File: config.mk
export PLATFORM = sky130hd
export DESIGN_NAME = push_pop_unit
export DESIGN_NICKNAME = d
export VERILOG_FILES = /design/src/rtl/push_pop_unit.sv
export SDC_FILE = /design/constraint.sdc
export NUM_CORES = 1
export LEC_CHECK = 0
export ABC_CLOCK_PERIOD_IN_PS = 3660
export CAP_MARGIN = 5
export CORE_UTILIZATION = 42
export DETAILED_ROUTE_END_ITERATION = 10
export GPL_TIMING_DRIVEN = 0
export MAX_ROUTING_LAYER = met4
export PLACE_DENSITY = 0.78
export SLEW_MARGIN = 20
export SYNTH_ARGS = -nofsm -noshare
export SYNTH_HDL_FRONTEND = slang
export SYNTH_SLANG_ARGS = --single-unit
File: constraint.sdc
create_clock -name clk -period 3.66 [get_ports clk]
set_input_delay 0.549 -clock clk [delete_from_list [all_inputs] [get_ports clk]]
set_output_delay 0.549 -clock clk [all_outputs]
set_load 0.05 [all_outputs]
File: src/rtl/push_pop_unit.sv
// Stack push/pop sequencer: moves a register pair to/from memory one byte per
// state and updates SP once the second byte transfer completes.
package push_pop_pkg;
   typedef enum logic [2:0] {
      reg_A = 3'd0,
      reg_B = 3'd1,
      reg_C = 3'd2,
      reg_D = 3'd3,
      reg_E = 3'd4,
      reg_H = 3'd5,
      reg_L = 3'd6,
      reg_F = 3'd7
   } reg_sel_t;
endpackage

module push_pop_unit
   import push_pop_pkg::*;
#(
   parameter logic [15:0] SP_RESET = 16'hFFFE
) (
   input  logic        clk,
   input  logic        rst,
   input  logic        start,
   input  logic        op,
   input  logic [1:0]  pair,
   input  logic        sp_load,
   input  logic [15:0] sp_in,
   input  logic [7:0]  reg_outA,
   input  logic [3:0]  flags_in,
   output reg_sel_t    reg_sel,
   output logic [1:0]  load_en,
   output logic [7:0]  reg_input,
   output logic [15:0] addr_out,
   output logic [3:0]  flags_out,
   output logic        mem_req,
   output logic        mem_we,
   output logic [15:0] mem_addr,
   output logic [7:0]  mem_wdata,
   input  logic [7:0]  mem_rdata,
   input  logic        mem_ready,
   output logic        busy,
   output logic        done,
   output logic [15:0] sp
);

   typedef enum logic [2:0] {
      IDLE    = 3'd0,
      PUSH_HI = 3'd1,
      PUSH_LO = 3'd2,
      POP_LO  = 3'd3,
      POP_HI  = 3'd4,
      DONE    = 3'd5
   } state_t;

   localparam logic [1:0] PAIR_AF = 2'd3;

   state_t      state, state_nx;
   logic        op_q;
   logic [1:0]  pair_q;
   logic [7:0]  lo_q, hi_q;
   reg_sel_t    hi_reg, lo_reg;

   always_ff @(posedge clk) begin
      if (rst) state <= IDLE;
      else     state <= state_nx;
   end

   // SP moves on the edge that completes the second byte, so it is already
   // updated while DONE is visible.
   always_ff @(posedge clk) begin
      if (rst) begin
         sp     <= SP_RESET;
         op_q   <= 1'b0;
         pair_q <= '0;
         lo_q   <= '0;
         hi_q   <= '0;
      end else begin
         case (state)
            IDLE: begin
               if (sp_load) begin
                  sp <= sp_in;
               end else if (start) begin
                  op_q   <= op;
                  pair_q <= pair;
               end
            end
            PUSH_LO: if (mem_ready) sp <= sp - 16'd2;
            POP_LO:  if (mem_ready) lo_q <= mem_rdata;
            POP_HI: begin
               if (mem_ready) begin
                  hi_q <= mem_rdata;
                  sp   <= sp + 16'd2;
               end
            end
            default: ;
         endcase
      end
   end

   always_comb begin
      state_nx = state;
      case (state)
         IDLE:    if (start && !sp_load) state_nx = op ? POP_LO : PUSH_HI;
         PUSH_HI: if (mem_ready) state_nx = PUSH_LO;
         PUSH_LO: if (mem_ready) state_nx = DONE;
         POP_LO:  if (mem_ready) state_nx = POP_HI;
         POP_HI:  if (mem_ready) state_nx = DONE;
         DONE:    state_nx = IDLE;
         default: state_nx = IDLE;
      endcase
   end

   always_comb begin
      hi_reg = reg_A;
      lo_reg = reg_A;
      case (pair_q)
         2'd0: begin hi_reg = reg_B; lo_reg = reg_C; end
         2'd1: begin hi_reg = reg_D; lo_reg = reg_E; end
         2'd2: begin hi_reg = reg_H; lo_reg = reg_L; end
         default: begin hi_reg = reg_A; lo_reg = reg_A; end
      endcase
   end

   assign busy = (state != IDLE);

   always_comb begin
      reg_sel   = reg_A;
      load_en   = 2'b00;
      reg_input = '0;
      addr_out  = '0;
      flags_out = flags_in;
      mem_req   = 1'b0;
      mem_we    = 1'b0;
      mem_addr  = '0;
      mem_wdata = '0;
      done      = 1'b0;
      case (state)
         PUSH_HI: begin
            mem_req   = 1'b1;
            mem_we    = 1'b1;
            mem_addr  = sp - 16'd1;
            reg_sel   = hi_reg;
            mem_wdata = reg_outA;
         end
         PUSH_LO: begin
            mem_req   = 1'b1;
            mem_we    = 1'b1;
            mem_addr  = sp - 16'd2;
            reg_sel   = lo_reg;
            mem_wdata = (pair_q == PAIR_AF) ? {flags_in, 4'b0000} : reg_outA;
         end
         POP_LO: begin
            mem_req  = 1'b1;
            mem_addr = sp;
         end
         POP_HI: begin
            mem_req  = 1'b1;
            mem_addr = sp + 16'd1;
         end
         DONE: begin
            done = 1'b1;
            if (op_q) begin
               if (pair_q == PAIR_AF) begin
                  load_en   = 2'b01;
                  reg_sel   = reg_A;
                  reg_input = hi_q;
                  flags_out = lo_q[7:4];
               end else begin
                  load_en  = 2'b10;
                  reg_sel  = hi_reg;
                  addr_out = {hi_q, lo_q};
               end
            end
         end
         default: ;
      endcase
   end

endmodule

==> impl_metrics.csv, run 1 <==
group,metric,value,unit
timing,skew,0.0112,ns
worst_setup_path,cp.arrival,3.31,ns
clock_network,cts-root-buf,"clkbuf_8",
clock_network,cts_tree,"done",
drt,drc_errors,0,
clock_network,cts_made_buffers,5,
synthesis,async_reset_ff_share,0,%
finish,area_growth,48.3,%
finish,finalNetCount,765,
drt,drtIter0Drc,431,
synthesis,yosys.area_share.simple,30.6,%
worst_setup_path,endpoint_kind,"output pin",
power,power.density,434,nW/um2
worst_setup_path,cp.required,3.11,ns
drt,avgViaCountPerCell,6.28,
worst_setup_path,crit_start,"state[0]$_SDFFE_PP0P_",
synthesis,netlist_area,3960,um2
power,power_leakage,2.39,nW
drt,final_antenna_net_count,0,
clock_network,cts_sinks,38,
timing,rsz0062_at_grt,"true",
worst_setup_path,crit_type,"reg2out",
drt,totalWireLength,16100,um
worst_setup_path,max_stage_delay,0.42,ns
finish,multiInputGateArea,3240,um2
floorplanning,dieWidth,99.0,um
drt,routedWlPerCell,19.9,um
synthesis,synth_edf_count,0,
floorplanning,core,9200,um2
placement,dpl.hpwl,11500,um
synthesis,ys_seq_elements,38,
timing,tightest_slew,0.765,ns
timing,timing.final.crit_share,105,%
placement,portBuffers,118,
grt,grt_pass1_vias,4701,
synthesis,yosys.area_share.adder,7.78,%
grt,antenna_found_initial,0,
clock_network,cts_buffer_depth,2,
clock_network,htreeDepth,2,
finish,layout-drive-gt1-share,14.2,%
finish,final_util,63.8,%
drt,num_vias,5083,
floorplanning,io_pins,121,
synthesis,synthXorXnorAreaFrac,3.76,%
timing,finalMaxSlewViolations,0,
timing,fin_hold_ws,0.460,ns
status,failed_checks,"setup timing",
worst_setup_path,crit_family,"simple AND/OR/NAND/NOR gates",
grt,grt_overflow_total,0,
timing,hold_viol,0,
synthesis,synth_top_family_by_area,"simple AND/OR/NAND/NOR gates",
timing,fmax,259,MHz
timing,relSlewSlack,48.9,%
synthesis,synth_top_area_share,19.2,%
worst_setup_path,path_common_cell,"o211ai_1",
synthesis,synthFlopType,"dfxtp_1",
grt,grt_pass1_wl,24400,um
synthesis,syn_area_per_cell,7.10,um2
floorplanning,die_y,99.0,um
clock_network,clkTransAtPathRegs,0.08,ns
synthesis,netlist_top_cells_area,"dfxtp_1 (19%), ha_1 (7.3%), nand2_1 (7.2%), a21oi_1 (6.6%), and2_1 (5.4%)",
job,maxCapViolations,0,
finish,diodes,0,
timing,worst_slack,-0.200,ns
synthesis,syn-num-nets,625,
worst_hold_path,min_path_type,"reg2reg",
synthesis,synthesis.instances,557,
clock_network,cts_hold_buf,0,
power,ir_drop,0.000217,V
clock_network,clk_latency,0.32,ns
worst_setup_path,slowest_stage,"or3b_4",
worst_setup_path,critPathBufInv,4,
synthesis,ys_types,71,
placement,gp_congestion,0.949,
worst_hold_path,min-delay-start,"lo_q[0]$_SDFFE_PP0P_",
synthesis,yosys_warnings,0,
finish,seqCellArea,769,um2
timing,setup_viol,4,
synthesis,yosysSeqAreaShare,19.2,%
floorplanning,die_area,9810,um2
finish,most-common-layout-cells,"clkdlybuf4s50_1 (91), nand2_1 (75), a21oi_1 (51)",
worst_setup_path,worstSetupStartpointType,"flip-flop",
drt,first_pass_iters,6,
finish,fillers,811,
timing,fin_crit,3.86,ns
floorplanning,initial_core_util,43.0,%
floorplanning,num_rows,35,
synthesis,synthMuxAreaShare,4.02,%
worst_setup_path,path_cells,"or3b_4, buf_8, buf_16, ha_4, o211ai_1, o211ai_1, buf_4, a2111oi_4, or3_4, or3_1, nand4_1, buf_6",
grt,track_usage,32.8,%
synthesis,synth-compound-area-share,28.8,%
timing,finalSetupTns,-0.416,ns
status,status,"finished, violations left",
finish,layout_commonest_cell,"clkdlybuf4s50_1",
grt,grt_max_degree,20,
worst_setup_path,critPathMaxFanout,8,
synthesis,synth_top_area_cell,"dfxtp_1",
worst_setup_path,worstReg2RegStart,"sp[5]$_SDFFE_PP1P_",
[where the power goes]
group / total [mW] / internal (mW) / switching [mW]
Combinational: 1.68 / 0.628 / 1.06
Clock: 0.326 / 0.152 / 0.174
Sequential: 0.536 / 0.455 / 0.0807
Total: 2.55 / 1.23 / 1.31
[through the flow]
stage	cell area [um2]	cells	worst slack (ns)	power, mW
floorplan	4030	557	0.0634	1.59
global placement	5350	786	-0.797	2.03
detailed placement	5350	786	-0.823	2.05
CTS	5740	801	-0.160	2.45
global route	5860	809	-0.281	2.67
finish	5860	809	-0.200	2.55
[flip-flops by register name (all words and copies together), names as in the netlist]
name,count
op_q,1
sp,16
state,3
lo_q,8
pair_q,2
hi_q,8
[path summary, 6_finish.rpt]
check	endpoint	slack, ns	cells after the start
max	mem_addr[15]	-0.20	12
min	lo_q[0]$_SDFFE_PP0P_	0.46	2
max reg2reg	sp[12]$_SDFFE_PP1P_	1.05	6
min reg2reg	lo_q[0]$_SDFFE_PP0P_	0.46	2
[cell usage after synthesis, types with 6 or more instances]
library cell,number
dfxtp_1,38
nor2_1,51
a21oi_1,52
nor2b_1,8
o22ai_1,7
xnor2_1,11
clkbuf_1,29
ha_1,23
a221o_1,6
buf_2,9
mux2_2,7
a21o_1,9
inv_1,8
nand3_1,11
nand2_1,76
or3_1,7
nor4_1,6
xor2_1,6
mux2i_1,8
and2_1,34
nor3_1,12
and3_1,12
a31oi_1,7
o21ai_0,22
[per-layer routing]
layer  part of all wire, %  global-route usage, %  up-vias
li1                      -                      -     2315
met1                    42                   41.6     2413
met2                    48                   53.3      296
met3                   7.2                   4.11       59
met4                   2.8                   11.8        0
met5                     0                      -        -
[kinds of logic after synthesis]
kind of cell	after synthesis
simple gates	239
compound gates	169
mux	15
xor+xnor	17
flops	38
fa+ha+maj	24
buf+inv	55
[what timing repair did]
action	in CTS	in global routing
endpoints found under the setup margin	34	40
cloned	2	0
buffers inserted	7	9
gates resized for setup	102	35
pin swaps	12	15
[cell type report]
class                           instances  area share (%)
Multi-Input combinational cell        464            55.3
Tap cell                              111            2.37
Inverter                               11           0.789
Clock buffer                            6            1.41
Buffer                                 41            3.52
Sequential cell                        38            13.1
Clock inverter                          2           0.213
Timing Repair Buffer                  136            23.3
[tightest hold or removal path, cell delays in order (launching register included)]
cell	delay, ns
dfxtp_1	0.31
nand2_1	0.05
a21oi_1	0.06
Note: power is estimated with default switching activity, not from simulation.
==> run 2, diff against run 1 <==
--- a/config.mk
+++ b/config.mk
@@ -7,6 +7,7 @@
 export LEC_CHECK = 0
 export ABC_CLOCK_PERIOD_IN_PS = 3660
 export CAP_MARGIN = 5
+export CORE_ASPECT_RATIO = 1.2
 export CORE_UTILIZATION = 42
 export DETAILED_ROUTE_END_ITERATION = 10
 export GPL_TIMING_DRIVEN = 0
==> run 2 against run 1 <==
Net effect:
- via count decreased by 0.33%
- count of clock-buffer cells in the layout unchanged
- global-route usage increased by 0.46 points
- total power increased by 2.5%
- combinational power increased by 4%
- clock power about the same
- clock skew increased by 0.0034 ns
- largest power group unchanged
- non-clock buffer count increased by 2
- the flow still finishes with violations (setup timing)
- sequential share of layout area decreased by 0.31 points
- first-iteration DRC count increased by 27%
- hold slack improved by 0.0038 ns
==> impl_metrics.csv, run 2 (same netlist as run 1, synthesis figures left out) <==
group,metric,value,unit
worst_setup_path,max_stage_delay,0.43,ns
grt,antenna_found_initial,0,
finish,top_register,"sp",
drt,first_pass_iters,6,
timing,fmax,253,MHz
drt,wl_met3,1320,um
timing,relSlewSlack,48.9,%
worst_setup_path,worstSetupStartpointType,"flip-flop",
worst_setup_path,reg2reg_to,"sp[1]$_SDFFE_PP1P_",
timing,finalMaxSlewViolations,0,
timing,rsz0062_at_grt,"true",
worst_setup_path,cp.arrival,3.40,ns
power,finalPower,2.61,mW
worst_hold_path,min-delay-start,"lo_q[0]$_SDFFE_PP0P_",
timing,timing.final.crit_share,108,%
timing,skew,0.0146,ns
finish,largest_reg_flops,16,
finish,layout-drive-gt1-share,16.3,%
finish,finalNetCount,767,
worst_setup_path,reg2reg_slack,1.20,ns
clock_network,cts_sinks,38,
clock_network,cts_made_buffers,5,
worst_setup_path,crit_type,"reg2out",
finish,top_regs,"sp (16), hi_q (8), lo_q (8)",
drt,highest_layer,"met4",
grt,grt_overflow_total,0,
floorplanning,num_rows,38,
clock_network,clk_latency,0.32,ns
finish,layout_commonest_cell,"clkdlybuf4s50_1",
finish,fillers,776,
timing,hold_viol,0,
drt,routedWlPerCell,19.5,um
status,failed_checks,"setup timing",
floorplanning,dieWidth,90.6,um
worst_setup_path,reg2regPathDepth,8,
timing,setup_viol,7,
drt,dr_wl_met2,7720,um
drt,drc_errors,0,
worst_setup_path,slowest_stage,"or3b_4",
power,ir_drop,0.000225,V
drt,drt-met1-wl,6270,um
timing,fin_hold_ws,0.464,ns
finish,multiInputGateArea,3330,um2
timing,worst_slack,-0.290,ns
job,maxCapViolations,0,
placement,dpl.hpwl,11300,um
drt,totalWireLength,16000,um
clock_network,cts_tree,"done",
worst_setup_path,endpoint_kind,"output pin",
floorplanning,die_y,108,um
floorplanning,core,9080,um2
floorplanning,io_pins,121,
grt,track_usage,33.2,%
finish,final_util,66.1,%
power,power_leakage,2.40,nW
drt,drtIter0Drc,548,
clock_network,clkTransAtPathRegs,0.08,ns
worst_hold_path,holdPathStages,2,
worst_setup_path,critPathBufInv,4,
timing,fin_crit,3.95,ns
worst_hold_path,min_path_type,"reg2reg",
timing,tightest_slew,0.767,ns
drt,final_antenna_net_count,0,
finish,area_growth,51.8,%
finish,diodes,0,
placement,portBuffers,118,
drt,avgViaCountPerCell,6.18,
finish,most-common-layout-cells,"clkdlybuf4s50_1 (93), nand2_1 (73), nor2_1 (50), a21oi_1 (50), dfxtp_1 (35)",
clock_network,cts-root-buf,"clkbuf_8",
placement,gp_congestion,0.959,
worst_hold_path,hold_path_end,"lo_q[0]$_SDFFE_PP0P_",
clock_network,cts_buffer_depth,2,
finish,seqCellArea,769,um2
worst_setup_path,critPathMaxFanout,8,
clock_network,htreeDepth,2,
grt,grt_pass1_wl,25000,um
worst_setup_path,crit_family,"simple AND/OR/NAND/NOR gates",
worst_setup_path,cp.required,3.11,ns
worst_setup_path,path_cells,"or3b_4, buf_8, buf_16, ha_4, o211ai_1, o211ai_1, buf_4, a2111oi_4, or3_4, or3_4, nand4_1, buf_6",
grt,grt_pass1_vias,5019,
floorplanning,initial_core_util,43.6,%
grt,grt_max_degree,20,
status,status,"finished, violations left",
worst_setup_path,worstReg2RegStart,"state[1]$_SDFFE_PP0P_",
timing,finalSetupTns,-0.714,ns
power,power.density,435,nW/um2
floorplanning,die_area,9810,um2
drt,num_vias,5066,
-- run 2: cell count changes in the layout (fill, tap and decap cells not counted), moves of 2 or more --
cell	change
a21o_4	+2
buf_2	-3
buf_4	+4
clkdlybuf4s50_1	+2
dlygate4sd2_1	-2
dlymetal6s2s_1	-2
ha_4	-2
nand2_1	-2
nand2_2	+2
nor3_1	-2
o21ai_2	-2
xnor2_1	-2
xnor2_2	+2
-- run 2: through the flow --
step / worst slack, ns / area, um2 / cells
5_1_grt: -0.344 / 6000 / 820
4_1_cts: -0.205 / 5770 / 813
3_5_place_dp: -0.996 / 5360 / 795
3_3_place_gp: -0.950 / 5360 / 795
2_1_floorplan: 0.0634 / 4030 / 557
6_report: -0.290 / 6000 / 820
-- run 2: area by class of cell --
type / count / share of cell area, %
Multi-Input combinational cell: 464 / 55.5
Timing Repair Buffer: 138 / 23.3
Sequential cell: 38 / 12.8
Buffer: 41 / 3.46
Tap cell: 120 / 2.50
Clock buffer: 6 / 1.38
Inverter: 11 / 0.771
Clock inverter: 2 / 0.208
-- run 2: tightest hold or removal path, stage by stage, from the launching register on --
cell     delay, ns
dfxtp_1       0.32
nand2_1       0.05
a21oi_1       0.05
-- run 2: how the worst max path moves through the flow --
stage	start	endpoint	slack, ns	depth (start not counted)
floorplan	state[2]$_SDFFE_PP0P_	mem_addr[15]	0.06	11
global placement	state[0]$_SDFFE_PP0P_	mem_addr[15]	-0.95	12
detailed placement	state[0]$_SDFFE_PP0P_	mem_addr[15]	-1.0	12
CTS	state[2]$_SDFFE_PP0P_	mem_addr[15]	-0.20	13
global route	state[0]$_SDFFE_PP0P_	mem_addr[15]	-0.34	12
finish	state[0]$_SDFFE_PP0P_	mem_addr[15]	-0.29	12
-- run 2: layer usage --
metal / global-route usage [%] / vias to the layer above
met5: - / -
li1: - / 2320
met3: 5.63 / 66
met2: 56.8 / 313
met4: 17.1 / 0
met1: 37.4 / 2367
-- run 2: timing repair --
action,in CTS,in global routing
endpoints found under the setup margin,34,38
gates resized for setup,118,52
cloned,2,0
hold endpoints to repair,0,0
pin swaps,15,17
hold buffers,0,0
buffers inserted,10,8
-- run 2: report_power, final --
part | switching (mW) | internal (mW)
combinational | 1.08 | 0.667
sequential | 0.0750 | 0.455
clock | 0.177 | 0.152
==> run 3, diff against run 2 <==
--- a/config.mk
+++ b/config.mk
@@ -11,6 +11,7 @@
 export CORE_UTILIZATION = 42
 export DETAILED_ROUTE_END_ITERATION = 10
 export GPL_TIMING_DRIVEN = 0
+export HOLD_SLACK_MARGIN = 0.1
 export MAX_ROUTING_LAYER = met4
 export PLACE_DENSITY = 0.78
 export SLEW_MARGIN = 20
==> results of run 3 <==
No change in the layout: final DEF, timing and power equal those of run 2.
